### src/rtl/pc8001_mem_pkg.sv
// rtl/pc8001_mem_pkg.sv - shared state encoding and timing defaults for the SRAM arbiter
//
// Purpose: arbiter FSM state type, wait-counter geometry and the default
//          CPU wait / DMA burst limits used by sram_arbiter and cpu_wait_timer.
package pc8001_mem_pkg;

    localparam int unsigned WAIT_SLOW_DEFAULT = 25;
    localparam int unsigned WAIT_FAST_DEFAULT = 12;
    localparam int unsigned BURST_MAX_DEFAULT = 8;

    localparam int unsigned          WAIT_CNT_W   = 5;
    localparam logic [WAIT_CNT_W-1:0] WAIT_CNT_MAX = 5'd31;

    typedef enum logic [2:0] {
        ST_IDLE     = 3'd0,
        ST_CPU_ACC  = 3'd1,
        ST_CPU_DONE = 3'd2,
        ST_CPU_HOLD = 3'd3,
        ST_DMA      = 3'd4
    } arb_state_t;

endpackage

### src/rtl/cpu_wait_timer.sv
// rtl/cpu_wait_timer.sv - CPU wait-cycle counter and wait-request compare
//
// Purpose: counts cycles of an outstanding CPU request and holds cpu_wait
//          until the access is done and the minimum wait has elapsed.
// Ports:
//   clk, reset  : clock, synchronous active-high reset
//   cpu_req     : CPU request level; counter clears while low
//   fast        : selects WAIT_FAST instead of WAIT_SLOW
//   done        : SRAM access for this request has completed
//   cpu_wait    : wait request back to the CPU
module cpu_wait_timer
    import pc8001_mem_pkg::*;
#(
    parameter int unsigned WAIT_SLOW = WAIT_SLOW_DEFAULT,
    parameter int unsigned WAIT_FAST = WAIT_FAST_DEFAULT
) (
    input  logic clk,
    input  logic reset,
    input  logic cpu_req,
    input  logic fast,
    input  logic done,
    output logic cpu_wait
);

    logic [WAIT_CNT_W-1:0] count_q, count_d;
    logic [31:0]           wait_lim;
    logic                  lim_met;

    always_comb begin
        count_d = count_q;
        if (!cpu_req) begin
            count_d = '0;
        end else if (count_q != WAIT_CNT_MAX) begin
            count_d = count_q + 1'b1;
        end
    end

    always_ff @(posedge clk) begin
        if (reset) begin
            count_q <= '0;
        end else begin
            count_q <= count_d;
        end
    end

    // fast is sampled live so a mid-wait toggle moves the threshold immediately
    assign wait_lim = fast ? WAIT_FAST : WAIT_SLOW;
    assign lim_met  = ({{(32-WAIT_CNT_W){1'b0}}, count_q} >= wait_lim);
    assign cpu_wait = cpu_req & ~(done & lim_met);

endmodule

### src/rtl/sram_arbiter.sv
// rtl/sram_arbiter.sv - CPU / DMA arbiter for a single-port synchronous SRAM
//
// Purpose: shares one SRAM between a CPU (single accesses with a minimum
//          wait) and a DMA requester (back-to-back read beats), bounding
//          DMA bursts while the CPU is waiting.
// Ports:
//   clk, reset               : clock, synchronous active-high reset
//   fast                     : CPU wait profile select
//   cpu_req/we/adr/wdata     : CPU access request (level, held to the end)
//   cpu_rdata, cpu_wait      : registered read data, wait request
//   dma_req, dma_adr         : DMA beat request and address
//   dma_ack, dma_rdata       : one-cycle beat ack and its data
//   ram_adr/wdata/we, ram_q  : SRAM port, read data one cycle after address
module sram_arbiter
    import pc8001_mem_pkg::*;
#(
    parameter int unsigned BURST_MAX = BURST_MAX_DEFAULT,
    parameter int unsigned WAIT_SLOW = WAIT_SLOW_DEFAULT,
    parameter int unsigned WAIT_FAST = WAIT_FAST_DEFAULT
) (
    input  logic        clk,
    input  logic        reset,
    input  logic        fast,
    input  logic        cpu_req,
    input  logic        cpu_we,
    input  logic [15:0] cpu_adr,
    input  logic [7:0]  cpu_wdata,
    output logic [7:0]  cpu_rdata,
    output logic        cpu_wait,
    input  logic        dma_req,
    input  logic [15:0] dma_adr,
    output logic        dma_ack,
    output logic [7:0]  dma_rdata,
    output logic [15:0] ram_adr,
    output logic [7:0]  ram_wdata,
    output logic        ram_we,
    input  logic [7:0]  ram_q
);

    localparam int unsigned          BEAT_W   = $clog2(BURST_MAX + 1);
    localparam logic [BEAT_W-1:0]    BEAT_SAT = BEAT_W'(BURST_MAX);

    arb_state_t        state_q, state_d;
    logic              starve_q, starve_d;
    logic              done_q, done_d;
    logic [BEAT_W-1:0] beat_cnt_q, beat_cnt_d;
    logic [7:0]        cpu_rdata_q, cpu_rdata_d;
    logic [7:0]        dma_rdata_q, dma_rdata_d;
    logic              dma_ack_q, dma_ack_d;
    logic              burst_full;

    // The beat being issued this cycle is counted before the limit test
    assign burst_full = ((32'(beat_cnt_q) + 32'd1) >= BURST_MAX);

    always_comb begin
        state_d     = state_q;
        starve_d    = starve_q;
        done_d      = done_q;
        beat_cnt_d  = beat_cnt_q;
        cpu_rdata_d = cpu_rdata_q;
        dma_rdata_d = dma_ack_q ? ram_q : dma_rdata_q;
        dma_ack_d   = 1'b0;
        ram_adr     = cpu_adr;
        ram_wdata   = cpu_wdata;
        ram_we      = 1'b0;

        if (!cpu_req) begin
            done_d = 1'b0;
        end

        case (state_q)
            ST_IDLE: begin
                // A CPU that withdrew its request must not leave DMA locked out
                if (!cpu_req) begin
                    starve_d = 1'b0;
                end
                if (dma_req && !starve_q) begin
                    state_d    = ST_DMA;
                    beat_cnt_d = '0;
                end else if (cpu_req) begin
                    state_d = ST_CPU_ACC;
                end
            end
            ST_CPU_ACC: begin
                ram_we  = cpu_we;
                state_d = ST_CPU_DONE;
            end
            ST_CPU_DONE: begin
                cpu_rdata_d = ram_q;
                done_d      = 1'b1;
                starve_d    = 1'b0;
                state_d     = ST_CPU_HOLD;
            end
            ST_CPU_HOLD: begin
                if (!cpu_req) begin
                    state_d = ST_IDLE;
                end
            end
            ST_DMA: begin
                if (!dma_req) begin
                    state_d = ST_IDLE;
                end else begin
                    ram_adr   = dma_adr;
                    dma_ack_d = 1'b1;
                    if (beat_cnt_q != BEAT_SAT) begin
                        beat_cnt_d = beat_cnt_q + 1'b1;
                    end
                    // Only a CPU still waiting for its access bounds the burst
                    if (cpu_req && !done_q && burst_full) begin
                        state_d  = ST_IDLE;
                        starve_d = 1'b1;
                    end
                end
            end
            default: begin
                state_d = ST_IDLE;
            end
        endcase
    end

    always_ff @(posedge clk) begin
        if (reset) begin
            state_q     <= ST_IDLE;
            starve_q    <= 1'b0;
            done_q      <= 1'b0;
            beat_cnt_q  <= '0;
            cpu_rdata_q <= 8'h00;
            dma_rdata_q <= 8'h00;
            dma_ack_q   <= 1'b0;
        end else begin
            state_q     <= state_d;
            starve_q    <= starve_d;
            done_q      <= done_d;
            beat_cnt_q  <= beat_cnt_d;
            cpu_rdata_q <= cpu_rdata_d;
            dma_rdata_q <= dma_rdata_d;
            dma_ack_q   <= dma_ack_d;
        end
    end

    cpu_wait_timer #(
        .WAIT_SLOW (WAIT_SLOW),
        .WAIT_FAST (WAIT_FAST)
    ) u_wait_timer (
        .clk      (clk),
        .reset    (reset),
        .cpu_req  (cpu_req),
        .fast     (fast),
        .done     (done_q),
        .cpu_wait (cpu_wait)
    );

    assign cpu_rdata = cpu_rdata_q;
    assign dma_ack   = dma_ack_q;
    // Beat data comes straight from the SRAM in the ack cycle, last beat otherwise
    assign dma_rdata = dma_ack_q ? ram_q : dma_rdata_q;

endmodule

### config.mk
export PLATFORM = sky130hd
export DESIGN_NAME = sram_arbiter
export DESIGN_NICKNAME = d
export VERILOG_FILES = /design/src/rtl/pc8001_mem_pkg.sv /design/src/rtl/cpu_wait_timer.sv /design/src/rtl/sram_arbiter.sv
export SDC_FILE = /design/constraint.sdc
export NUM_CORES = 1
export LEC_CHECK = 0
export ABC_AREA = 1
export CORE_MARGIN = 4
export CORE_UTILIZATION = 65
export DETAILED_ROUTE_END_ITERATION = 6
export DONT_BUFFER_PORTS = 1
export PLACE_DENSITY_LB_ADDON = 0.05
export SKIP_LAST_GASP = 1
export SYNTH_ARGS = -nofsm -noshare
export SYNTH_HDL_FRONTEND = slang
export SYNTH_SLANG_ARGS = --single-unit
### constraint.sdc
create_clock -name clk -period 2.4 [get_ports clk]
set_input_delay 0.24 -clock clk [delete_from_list [all_inputs] [get_ports clk]]
set_output_delay 0.24 -clock clk [all_outputs]
set_load 0.05 [all_outputs]
Word level (Yosys, flattened, before mapping):

Index checks and enable logic that the tools add are counted.

* register bits: 31
* input bits: 54
* output and inout bits: 43
* logic and storage cells: 67

* $add $sub $neg: 3
* $lt $le $gt $ge: 2
* equal/unequal tests: 15
* muxes and demuxes: 21
* bitwise operators: 5
* reductions and logical operators: 13

Operators with widths (count)
* 5-bit by 32-bit >= comparator with 1-bit output: 1
* 16-bit two-way mux: 2
* 3-bit two-way mux: 5
* 3-bit case mux with 5 select lines: 1
* 4-bit two-way mux: 3
* 2-bit != test, second input constant: 6
* 8-bit two-way mux: 1
* 4-bit case mux with 2 select lines: 1
* 4-bit AND reduction: 2
* 3-bit by 2-bit equality test with 1-bit output, second input constant: 2
* 1-bit two-way mux: 6
* 3-bit != test, second input constant: 2
* 4-bit by 1-bit adder with 5-bit output, second input constant: 1
* 5-bit by 1-bit adder with 5-bit output, second input constant: 1
* 5-bit by 4-bit >= comparator with 1-bit output, second input constant: 1
* 5-bit two-way mux: 1
* 5-bit != test, second input constant: 1
* 4-bit by 1-bit adder with 4-bit output, second input constant: 1
* 4-bit != test, second input constant: 1
* 2-bit OR reduction: 2
* 3-bit by 1-bit equality test with 1-bit output, second input constant: 1
* 3-bit equality test, second input constant: 1
* 1-bit logical AND: 3
* 3-bit zero test: 1
* other kinds (8): 12

Logic depth before layout (Yosys ltp):

* word-level depth: 6
* gate-level depth with buffers: 11
* depth with buffers taken out: 11

Hierarchy:

From an unflattened synthesis, not the netlist that was laid out.

* cell total of the unflattened synthesis: 277
* area, all modules: 1781.7 um^2

Modules (own cells, without submodules)
* sram_arbiter: times used 1, cells each 226, area an instance 1436.4 um^2, sequential area each 520.5 um^2
* cpu_wait_timer: times used 1, cells each 51, area an instance 345.3 um^2, sequential area each 100.1 um^2

Worst setup path before layout:

OpenSTA, ideal clock, no wires.

* path kind: register -> output
* start point: register dma_ack_q (netlist: dma_ack)
* end point: output dma_rdata[0]
* arrival time: 1441 ps
* data required time: 2160 ps
* setup slack: 719 ps
* cell stages (with the launch flop): 5
* buffers on the path: 1
* cells stage by stage: dfxtp_1 -> clkbuf_1 -> inv_1 -> nand2_1 -> nand2_1

* word-level cells in the longest chain between the ends: 1

RTL lines
* start: declaration: RTL line sram_arbiter.sv:49 `logic dma_ack_q, dma_ack_d;`
* start signal: assignment: RTL line sram_arbiter.sv:137 `dma_ack_q <= dma_ack_d;`
* 8-bit two-way mux: RTL line sram_arbiter.sv:156 `assign dma_rdata = dma_ack_q ? ram_q : dma_rdata_q;`
* end: declaration: RTL line sram_arbiter.sv:33 `output logic [7:0] dma_rdata,`

No other way between the ends.

Worst setup path after layout:

* start point: register u_wait_timer.count_q[0]
* end point: output cpu_wait

* word-level cells in the longest chain between the ends: 4

RTL lines
* start: declaration: RTL line cpu_wait_timer.sv:25 `logic [WAIT_CNT_W-1:0] count_q, count_d;`
* start signal: assignment: RTL line cpu_wait_timer.sv:42 `count_q <= count_d;`
* 5-bit by 32-bit >= comparator with 1-bit output: RTL line cpu_wait_timer.sv:48 `assign lim_met = ({{(32-WAIT_CNT_W){1'b0}}, count_q} >= wait_lim);`
* 1-bit AND: RTL line cpu_wait_timer.sv:49 `assign cpu_wait = cpu_req & ~(done & lim_met);`
* 1-bit inverter: RTL line cpu_wait_timer.sv:49
* 1-bit AND: RTL line cpu_wait_timer.sv:49
* end: declaration: RTL line sram_arbiter.sv:29 `output logic cpu_wait,`

No other way between the ends.

==> impl_metrics.py <==
metrics = {
    "run_status": {
        "status": "finished, final reports clean",
    },
    "cts": {
        "clkTransAtPathRegs_ps": 100,
        "max-clock-path-buffers": 2,
        "ctsResizeCount": 0,
        "cts-root-buf": "clkbuf_4",
        "h-tree-depth": 2,
        "clock_sinks": 31,
        "cts_buffers": 5,
        "insertion_delay_ps": 330,
        "cts_hold_repair.buffers": 1,
        "cts_setup_buffers": 0,
        "cts_tree": "built",
    },
    "yosys": {
        "synth_fa_ha_area_frac": 0.05000,
        "synth-compound-area-share": 0.1057,
        "synth-simple-area-share": 0.3664,
        "netlist_area_um2": 1752,
        "postSynthAreaPerCell_um2": 6.488,
        "yosys_warnings": 0,
        "syn-num-nets": 331,
        "synth_top_family_by_area": "simple AND/OR/NAND/NOR gates",
        "async_reset_ff_frac": 0,
        "synth_edf_count": 0,
        "syn_inst": 270,
        "synth.ff_latch_count": 31,
        "synth_cell_types": 23,
        "synthXorXnorAreaFrac": 0.005000,
        "muxShareOfSynthArea": 0,
        "synth_ff_type": "dfxtp_1",
        "ys_seq_area_frac": 0.3543,
    },
    "timing": {
        "worst_slew_pin_slew_ps": 510.9,
        "whs_ps": 39.56,
        "rsz0062_at_grt": "no",
        "fin_tns_setup_ps": 0,
        "setup_viol": 0,
        "slew_violations": 0,
        "fmax_mhz": 485.0,
        "hold_viol": 0,
        "finalClockSkew_ps": 6.509,
        "setup_slack_ps": 338.1,
        "maxSlewHeadroom": 0.6583,
        "finalCriticalPeriod_ps": 2062,
        "finalCritPeriodShare": 0.8591,
    },
    "die": {
        "ios": 97,
        "die_w_um": 59.91,
        "die_h_um": 59.91,
        "die_area_um2": 3589,
        "placementRows": 18,
        "core_area_um2": 2522,
        "initial_core_util": 0.6944,
    },
    "layout": {
        "n_antenna_cell": 0,
        "layout.nets": 327,
        "layout_commonest_cell": "nand2_1",
        "mostFrequentLayoutCells": "nand2_1 (101), nor2_1 (35), dfxtp_1 (31), inv_1 (21), a21oi_1 (19)",
        "final_cells": 296,
        "final_layout_size_suffix_gt1_frac": 0.09023,
        "syn_to_final_growth_pct": 1.428,
    },
    "critical_path": {
        "arrival_ps": 1820,
        "cp-start-kind": "flop",
        "cp_max_fo": 5,
        "path_class": "flop to output pin",
        "cp_data_required_time_ps": 2160,
        "endpoint_kind": "output pin",
        "worstRegToRegCells": 8,
    },
    "routing": {
        "via_per_inst": 5.307,
        "drtIter0Drc": 72,
        "drt_pass1_iterations": 4,
        "postRouteAntennaNets": 0,
        "wl_per_cell_um": 12.52,
        "num_vias": 1571,
        "drcViolationCount": 0,
        "wl_um": 3706,
    },
    "global_route": {
        "grt_max_degree": 19,
        "grt_antenna_before_repair": 0,
        "track_usage": 0.2242,
        "grt_pass1_wl_um": 6037,
        "grt_overflow": 0,
        "grt_pass1_vias": 1441,
    },
    "power_and_ir_drop": {
        "cellLeakagePower_nw": 0.8979,
        "finalPower_mw": 2.166,
        "power.density_nw_per_um2": 1219,
        "ir_drop_uv": 999.2,
    },
    "flow_run": {
        "maxCapViolCount": 0,
    },
    "placement": {
        "dp.cells": 288,
        "place_congestion": 0.9128,
        "dp.final_hpwl_um": 2960,
        "place_ws_ps": 696.5,
        "port-buffer-count": 0,
    },
    "worst_hold_path": {
        "hold_class": "primary input to flop",
        "min_path_cells": 2,
    },
}
-- metrics by stage --
step | cell area (um^2) | util
floorplan | 1752 | -
global placement | 1710 | 0.6781
detailed placement | 1710 | 0.6781
CTS | 1777 | 0.7044
global route | 1777 | 0.7044
finish | 1777 | 0.7044
-- state kept, by name, summed over array words and instances (netlist names) --
register	flops
cpu_rdata	8
state_q	3
u_wait_timer.count_q	5
done_q	1
dma_ack	1
starve_q	1
beat_cnt_q	4
dma_rdata_q	8
-- kinds of logic after synthesis --
| family | Yosys count |
|---|---|
| adders and majority gates | 7 |
| xor gates and xnor gates | 1 |
| AOI/OAI and AO/OA | 36 |
| DFF | 31 |
| and+or+nand+nor | 152 |
| buffers and inverters | 43 |
-- per-layer routing --
metal	up-vias	GRT usage	share of wire
met5	-	0	0
met4	0	0.07911	0.0051
met3	2	0.09935	0.11
met2	75	0.3920	0.50
met1	669	0.2362	0.39
li1	825	-	-
-- power by group --
group | total (mW) | switching [mW] | internal (mW)
Combinational | 1.01 | 0.772 | 0.235
Clock | 0.312 | 0.176 | 0.136
Sequential | 0.847 | 0.222 | 0.624
-- Yosys cell counts, drive strengths merged, types with 4 or more instances --
library cell,number,area share
dfxtp,31,0.35
ha,7,0.050
a21oi,19,0.054
nand2,103,0.23
nand3,5,0.014
nand4,4,0.014
clkbuf,4,0.0086
buf,10,0.045
nor2,40,0.11
o21ai,14,0.040
inv,29,0.065
-- worst paths after layout --
check,start,end,slack [ps]
worst max-delay path,u_wait_timer.count_q[0],cpu_wait,340
worst min register to register,dma_rdata_q[5],dma_rdata_q[5],480
worst min-delay path,ram_q[4],cpu_rdata[4],40
worst max register to register,u_wait_timer.count_q[0],u_wait_timer.count_q[3],970
-- cell type report --
class / instances / area [um^2]
clock buffer: 6 / 51.30
clock inverter: 1 / 5.005
fill: 223 / 745.7
inverter: 29 / 113.9
multi-input combinational: 196 / 923.4
sequential: 31 / 620.6
tap: 30 / 37.54
timing repair buffer: 3 / 25.02
-- critical path, cell delays in order (launching register included) --
cell and delay, ps:
dfxtp_1 400, inv_1 60, ha_1 260, o21ai_0 150
inv_1 50, o211ai_1 150, nand2_1 70, nand2_1 350
Note: power is estimated with default switching activity, not from simulation.
